## src/rtl/bp_burst_to_lite.sv

```systemverilog
// bp_burst_to_lite: BedRock Burst (header + narrow beats) to one BedRock Lite message.
// Optional sticky error output enabled by defining BP_BURST_TO_LITE_ERR_EN.

package bp_burst_to_lite_pkg;

    typedef enum logic [0:0] {
        e_bp_default_cfg = 1'b0,
        e_bp_small_cfg   = 1'b1
    } bp_params_e;

    function automatic int bp_paddr_width(bp_params_e cfg);
        int w;
        w = 40;
        if (cfg == e_bp_small_cfg) w = 32;
        return w;
    endfunction

endpackage

module bp_burst_to_lite
    import bp_burst_to_lite_pkg::*;
#(
    parameter bp_params_e  bp_params_p      = e_bp_default_cfg,
    parameter int          in_data_width_p  = 64,
    parameter int          out_data_width_p = 512,
    parameter int          payload_width_p  = 8,
    parameter logic [15:0] payload_mask_p   = '0,
    localparam int paddr_width_p       = bp_paddr_width(bp_params_p),
    localparam int in_msg_header_width = payload_width_p + 3 + paddr_width_p + 4,
    localparam int out_msg_width       = in_msg_header_width + out_data_width_p
) (
    input  logic                           clk_i,
    input  logic                           reset_n_i,
    input  logic [in_msg_header_width-1:0] in_msg_header_i,
    input  logic                           in_msg_header_v_i,
    output logic                           in_msg_header_ready_and_o,
    input  logic [in_data_width_p-1:0]     in_msg_data_i,
    input  logic                           in_msg_data_v_i,
    output logic                           in_msg_data_ready_and_o,
    output logic [out_msg_width-1:0]       out_msg_o,
    output logic                           out_msg_v_o,
    input  logic                           out_msg_ready_and_i
`ifdef BP_BURST_TO_LITE_ERR_EN
    ,
    output logic                           err_o
`endif
);

    localparam int N        = out_data_width_p / in_data_width_p;
    localparam int CW       = (N > 1) ? $clog2(N) : 1;
    localparam int IN_BYTES = in_data_width_p / 8;

    if (out_data_width_p % in_data_width_p != 0) begin : g_chk_multiple
        $error("out_data_width_p must be a multiple of in_data_width_p");
    end
    if (out_data_width_p < in_data_width_p) begin : g_chk_order
        $error("out_data_width_p must be >= in_data_width_p");
    end

    typedef enum logic [2:0] {
        e_ready = 3'b001,
        e_data  = 3'b010,
        e_out   = 3'b100
    } state_e;

    state_e                         r_state;
    state_e                         w_state_nxt;
    logic [in_msg_header_width-1:0] r_header;
    logic [out_data_width_p-1:0]    r_data;
    logic [out_data_width_p-1:0]    w_data;
    logic [CW-1:0]                  r_count;
    logic [CW-1:0]                  r_last;
    logic                           r_full;
    logic [CW-1:0]                  w_idx;
    logic [3:0]                     w_type;
    logic [2:0]                     w_size;
    logic                           w_has_data;
    logic [31:0]                    w_raw;
    logic [31:0]                    w_beats;
    logic                           w_hdr_hs;
    logic                           w_data_hs;

    assign w_type     = in_msg_header_i[3:0];
    assign w_size     = in_msg_header_i[paddr_width_p+4 +: 3];
    assign w_has_data = payload_mask_p[w_type];
    assign w_raw      = (32'd1 << w_size) / 32'(IN_BYTES);
    assign w_hdr_hs   = in_msg_header_v_i & in_msg_header_ready_and_o;
    assign w_data_hs  = in_msg_data_v_i & in_msg_data_ready_and_o;

    // Beat count from header size: at least one, never more than fits the Lite word
    always_comb begin
        w_beats = w_raw;
        if (w_raw == 32'd0) begin
            w_beats = 32'd1;
        end else if (w_raw > 32'(N)) begin
            w_beats = 32'(N);
        end
    end

    // State register
    always_ff @(posedge clk_i or negedge reset_n_i) begin
        if (!reset_n_i) begin
            r_state <= e_ready;
        end else begin
            r_state <= w_state_nxt;
        end
    end

    // Next state and handshake outputs
    always_comb begin
        w_state_nxt               = r_state;
        in_msg_header_ready_and_o = 1'b0;
        in_msg_data_ready_and_o   = 1'b0;
        out_msg_v_o               = 1'b0;
        unique case (r_state)
            e_ready: begin
                in_msg_header_ready_and_o = 1'b1;
                if (in_msg_header_v_i) begin
                    w_state_nxt = w_has_data ? e_data : e_out;
                end
            end
            e_data: begin
                in_msg_data_ready_and_o = 1'b1;
                if (in_msg_data_v_i && (r_count == r_last)) begin
                    w_state_nxt = e_out;
                end
            end
            e_out: begin
                out_msg_v_o = 1'b1;
                if (out_msg_ready_and_i) begin
                    w_state_nxt = e_ready;
                end
            end
            default: w_state_nxt = e_ready;
        endcase
    end

    // Header latch and beat assembly
    always_ff @(posedge clk_i or negedge reset_n_i) begin
        if (!reset_n_i) begin
            r_header <= '0;
            r_data   <= '0;
            r_count  <= '0;
            r_last   <= '0;
            r_full   <= 1'b0;
        end else begin
            if (w_hdr_hs) begin
                r_header <= in_msg_header_i;
                r_last   <= CW'(w_beats - 32'd1);
                r_full   <= (w_beats == 32'(N));
                r_count  <= '0;
                if (!w_has_data) begin
                    r_data <= '0;
                end
            end
            if (w_data_hs) begin
                r_data[r_count*in_data_width_p +: in_data_width_p] <= in_msg_data_i;
                r_count <= r_count + CW'(1);
            end
        end
    end

    // Replicate received slots across the word; partial counts are powers of two
    always_comb begin
        w_data = '0;
        w_idx  = '0;
        for (int j = 0; j < N; j++) begin
            w_idx = r_full ? CW'(j) : (CW'(j) & r_last);
            w_data[j*in_data_width_p +: in_data_width_p] =
                r_data[w_idx*in_data_width_p +: in_data_width_p];
        end
    end

    assign out_msg_o = {r_header, w_data};

`ifdef BP_BURST_TO_LITE_ERR_EN
    logic r_err;
    logic w_clamp;
    logic w_err_set;

    assign w_clamp   = (w_raw > 32'(N));
    assign w_err_set = w_hdr_hs & ((~w_has_data & in_msg_data_v_i) | w_clamp);
    assign err_o     = r_err;

    // Sticky protocol error flag, cleared only by reset
    always_ff @(posedge clk_i or negedge reset_n_i) begin
        if (!reset_n_i) begin
            r_err <= 1'b0;
        end else if (w_err_set) begin
            r_err <= 1'b1;
        end
    end
`endif

endmodule

```

## config.mk

```make
export PLATFORM = sky130hd
export DESIGN_NAME = bp_burst_to_lite
export DESIGN_NICKNAME = d
export VERILOG_FILES = /design/src/rtl/bp_burst_to_lite.sv
export SDC_FILE = /design/constraint.sdc
export NUM_CORES = 1
export LEC_CHECK = 0
export BUFFER_PORTS_ARGS = -buffer_cell sky130_fd_sc_hd__buf_4
export CORE_AREA = 2 2 269 271
export DETAILED_ROUTE_END_ITERATION = 10
export DIE_AREA = 0 0 271 273
export SETUP_SLACK_MARGIN = 0.4
export SLEW_MARGIN = 10
export SYNTH_ARGS = -nofsm -noshare
export SYNTH_HDL_FRONTEND = slang
export SYNTH_SLANG_ARGS = --single-unit
export TNS_END_PERCENT = 5
```

## constraint.sdc

```tcl
create_clock -name clk_i -period 3.05 [get_ports clk_i]
set_input_delay 0.1525 -clock clk_i [delete_from_list [all_inputs] [get_ports clk_i]]
set_output_delay 0.1525 -clock clk_i [all_outputs]
set_load 0.01 [all_outputs]
```

==> metrics.csv <==
metric,value,unit
outcome,finished clean,
synth_area_leaders,"buf_4 63%, dfrtp_1 23%, mux2_4 6.9%",
fin_tns_setup,0,ps
grt_pass1_wl,13700,um
p_leak,0.00366,uW
setup_viol_count_final,0,
cts_buffer_depth,2,
peakVddDrop,0.196,mV
hp-class,in -> reg,
place.gp.congestion,0.642,
syn_to_final_growth,15.7,%
worstPathRequired,3280,ps
die_w,271,um
worstMarginPinSlew,829,ps
drt_wl_total,11300,um
p_seq_share,31.0,%
cts_tree,yes,
max_freq,0.541,GHz
post-route-period-util,60.6,%
io_pins,694,
powerDensity,576,mW/mm^2
period_minus_slack,1850,ps
grt_pass1_vias,2091,
cts.sinks,57,
dieHeight,273,um
syn-instance-count,638,
cp_data_arrival_time,2080,ps
hpwl,8880,um
synth_largest_area_cell,buf_4,
hold_violations,0,
power_frac_comb,41.9,%
start_util,8.61,%
swShare,34.9,%
nNetsFinal,937,
grt_max_degree,58,
startpoint_type,flop,
final_max_slew_viol_count,0,
worstSkewPairLatency,360,ps
p_int,2650,uW
drv_cap,0,
core,0.0710,mm^2
via_count,3026,
crit_type,reg -> reg,
end_kind,flop,
rsz0062_at_grt,no,
track_usage,2.73,%
ys_ff_latch,57,
p_switching,1420,uW
numCtsBuffers,9,
ant_nets,0,
drc,0,
drive_above_1_share,23.1,%
drtPass1Iterations,2,
fp.dieArea,0.0740,mm^2
synth.distinct_cells,14,
cts_resized,0,
grt_remaining_overflow,0,
clkPwrFrac,27.1,%
routedWlPerCell,6.38,um
syn_avg_cell_area,9.58,um^2
synth.yosys.warnings,0,
rows,98,
syn_area,0.00611,mm^2
cts-root-buf,clkbuf_16,
fillers,8233,
via_per_inst,1.71,
holdWs,46.0,ps
finalClockSkew,6.76,ps
clk_pin_slew,60,ps
crit_path_max_fanout,33,
ctsHtreeMaxLevel,3,
synth_seq_area_share,23.4,%
yosys.area.top_type_share,63.0,%
fin_util,9.96,%
drt-initial-drc-count,33,
relSlewSlack,44.8,%
antenna_found_initial,3,
portBuffers,115,
-- cell type report --
class | count | area [um^2] | area share, %
Multi-Input combinational cell | 573 | 2700 | 38.1
Timing Repair Buffer | 171 | 1430 | 20.3
Sequential cell | 57 | 1430 | 20.2
Tap cell | 950 | 1190 | 16.8
Clock buffer | 12 | 267 | 3.77
Clock inverter | 4 | 50.0 | 0.708
Antenna cell | 2 | 5.00 | 0.0708
Inverter | 1 | 3.75 | 0.0531
-- worst max-delay path, stage by stage (launching register included) --
cell	delay, ps
dfstp_2	550
nand3b_4	430
buf_12	380
mux2_2	300
-- through the flow --
stage,setup slack (ps),cell area [um^2],cells,power (uW)
floorplan,1740,8030,1150,2680
global placement,1160,6200,1697,2930
detailed placement,1160,6200,1697,2950
CTS,1160,7070,1768,4210
global route,1080,7070,1768,4390
finish,1200,7070,1770,4080
-- kinds of logic after synthesis --
| family | synth area share, % |
|---|---|
| AOI/OAI and AO/OA | 0.205 |
| buffers and inverters | 64.0 |
| DFF | 23.4 |
| muxes | 11.9 |
| other | 0.0614 |
| and+or+nand+nor | 0.532 |
-- final timing paths --
check | start | end | slack [ps] | depth (start not counted)
worst min register to register | r_header[27] | r_header[27] | 500 | 1
min in group asynchronous | reset_n_i | r_header[43] | 460 | 2
worst min-delay path | in_msg_header_i[50] | r_header[50] | 50 | 2
worst max-delay path | r_state[0] | r_header[36] | 1200 | 3
worst max register to register | r_state[0] | r_header[36] | 1200 | 3
max in group asynchronous | reset_n_i | r_header[8] | 2050 | 2
-- layout by cell type, fill, tap and decap left out, types with 2 or more instances in the layout --
cell type,synthesis,layout
conb_1,1,513
clkinvlp_4,0,2
dlygate4sd3_1,0,55
mux2_2,27,27
dfrtp_1,56,56
buf_4,513,115
clkbuf_8,0,3
mux2_4,28,28
diode_2,0,2
clkbuf_16,0,9
-- synthesized netlist by cell type (all sizes together) --
cell type	n
buf	519
conb	1
dfrtp	56
dfstp	1
inv	1
mux2	55
nand2b	1
nand3b	1
nor2b	1
o21a	1
o21ai	1
-- registers in the layout (all words and copies together) (netlist names) --
name,flops
r_state,2
r_header,55
-- what timing repair did --
item,in CTS,in global routing
endpoints found under the hold margin,111,0
buffers inserted,0,0
hold buffers,55,0
setup endpoints to repair,0,0
-- power groups by stage --
stage,logic [uW],registers [uW],clock network [uW]
after floorplan,1270,1410,0
after global placement,1660,1270,0
after detailed placement,1680,1270,0
after CTS,1740,1260,1200
after global routing,1840,1320,1230
final,1710,1260,1110
-- routing by layer --
metal	part of all wire [%]	track usage [%]	vias to the layer above	routed length, um
met5	0.11	0	-	12
met4	3.0	2.22	2	340
met3	19	1.77	13	2100
met2	51	4.48	365	5710
met1	28	2.33	1348	3120
li1	-	-	1298	-
No activity file was read; power rests on OpenSTA's default activity.
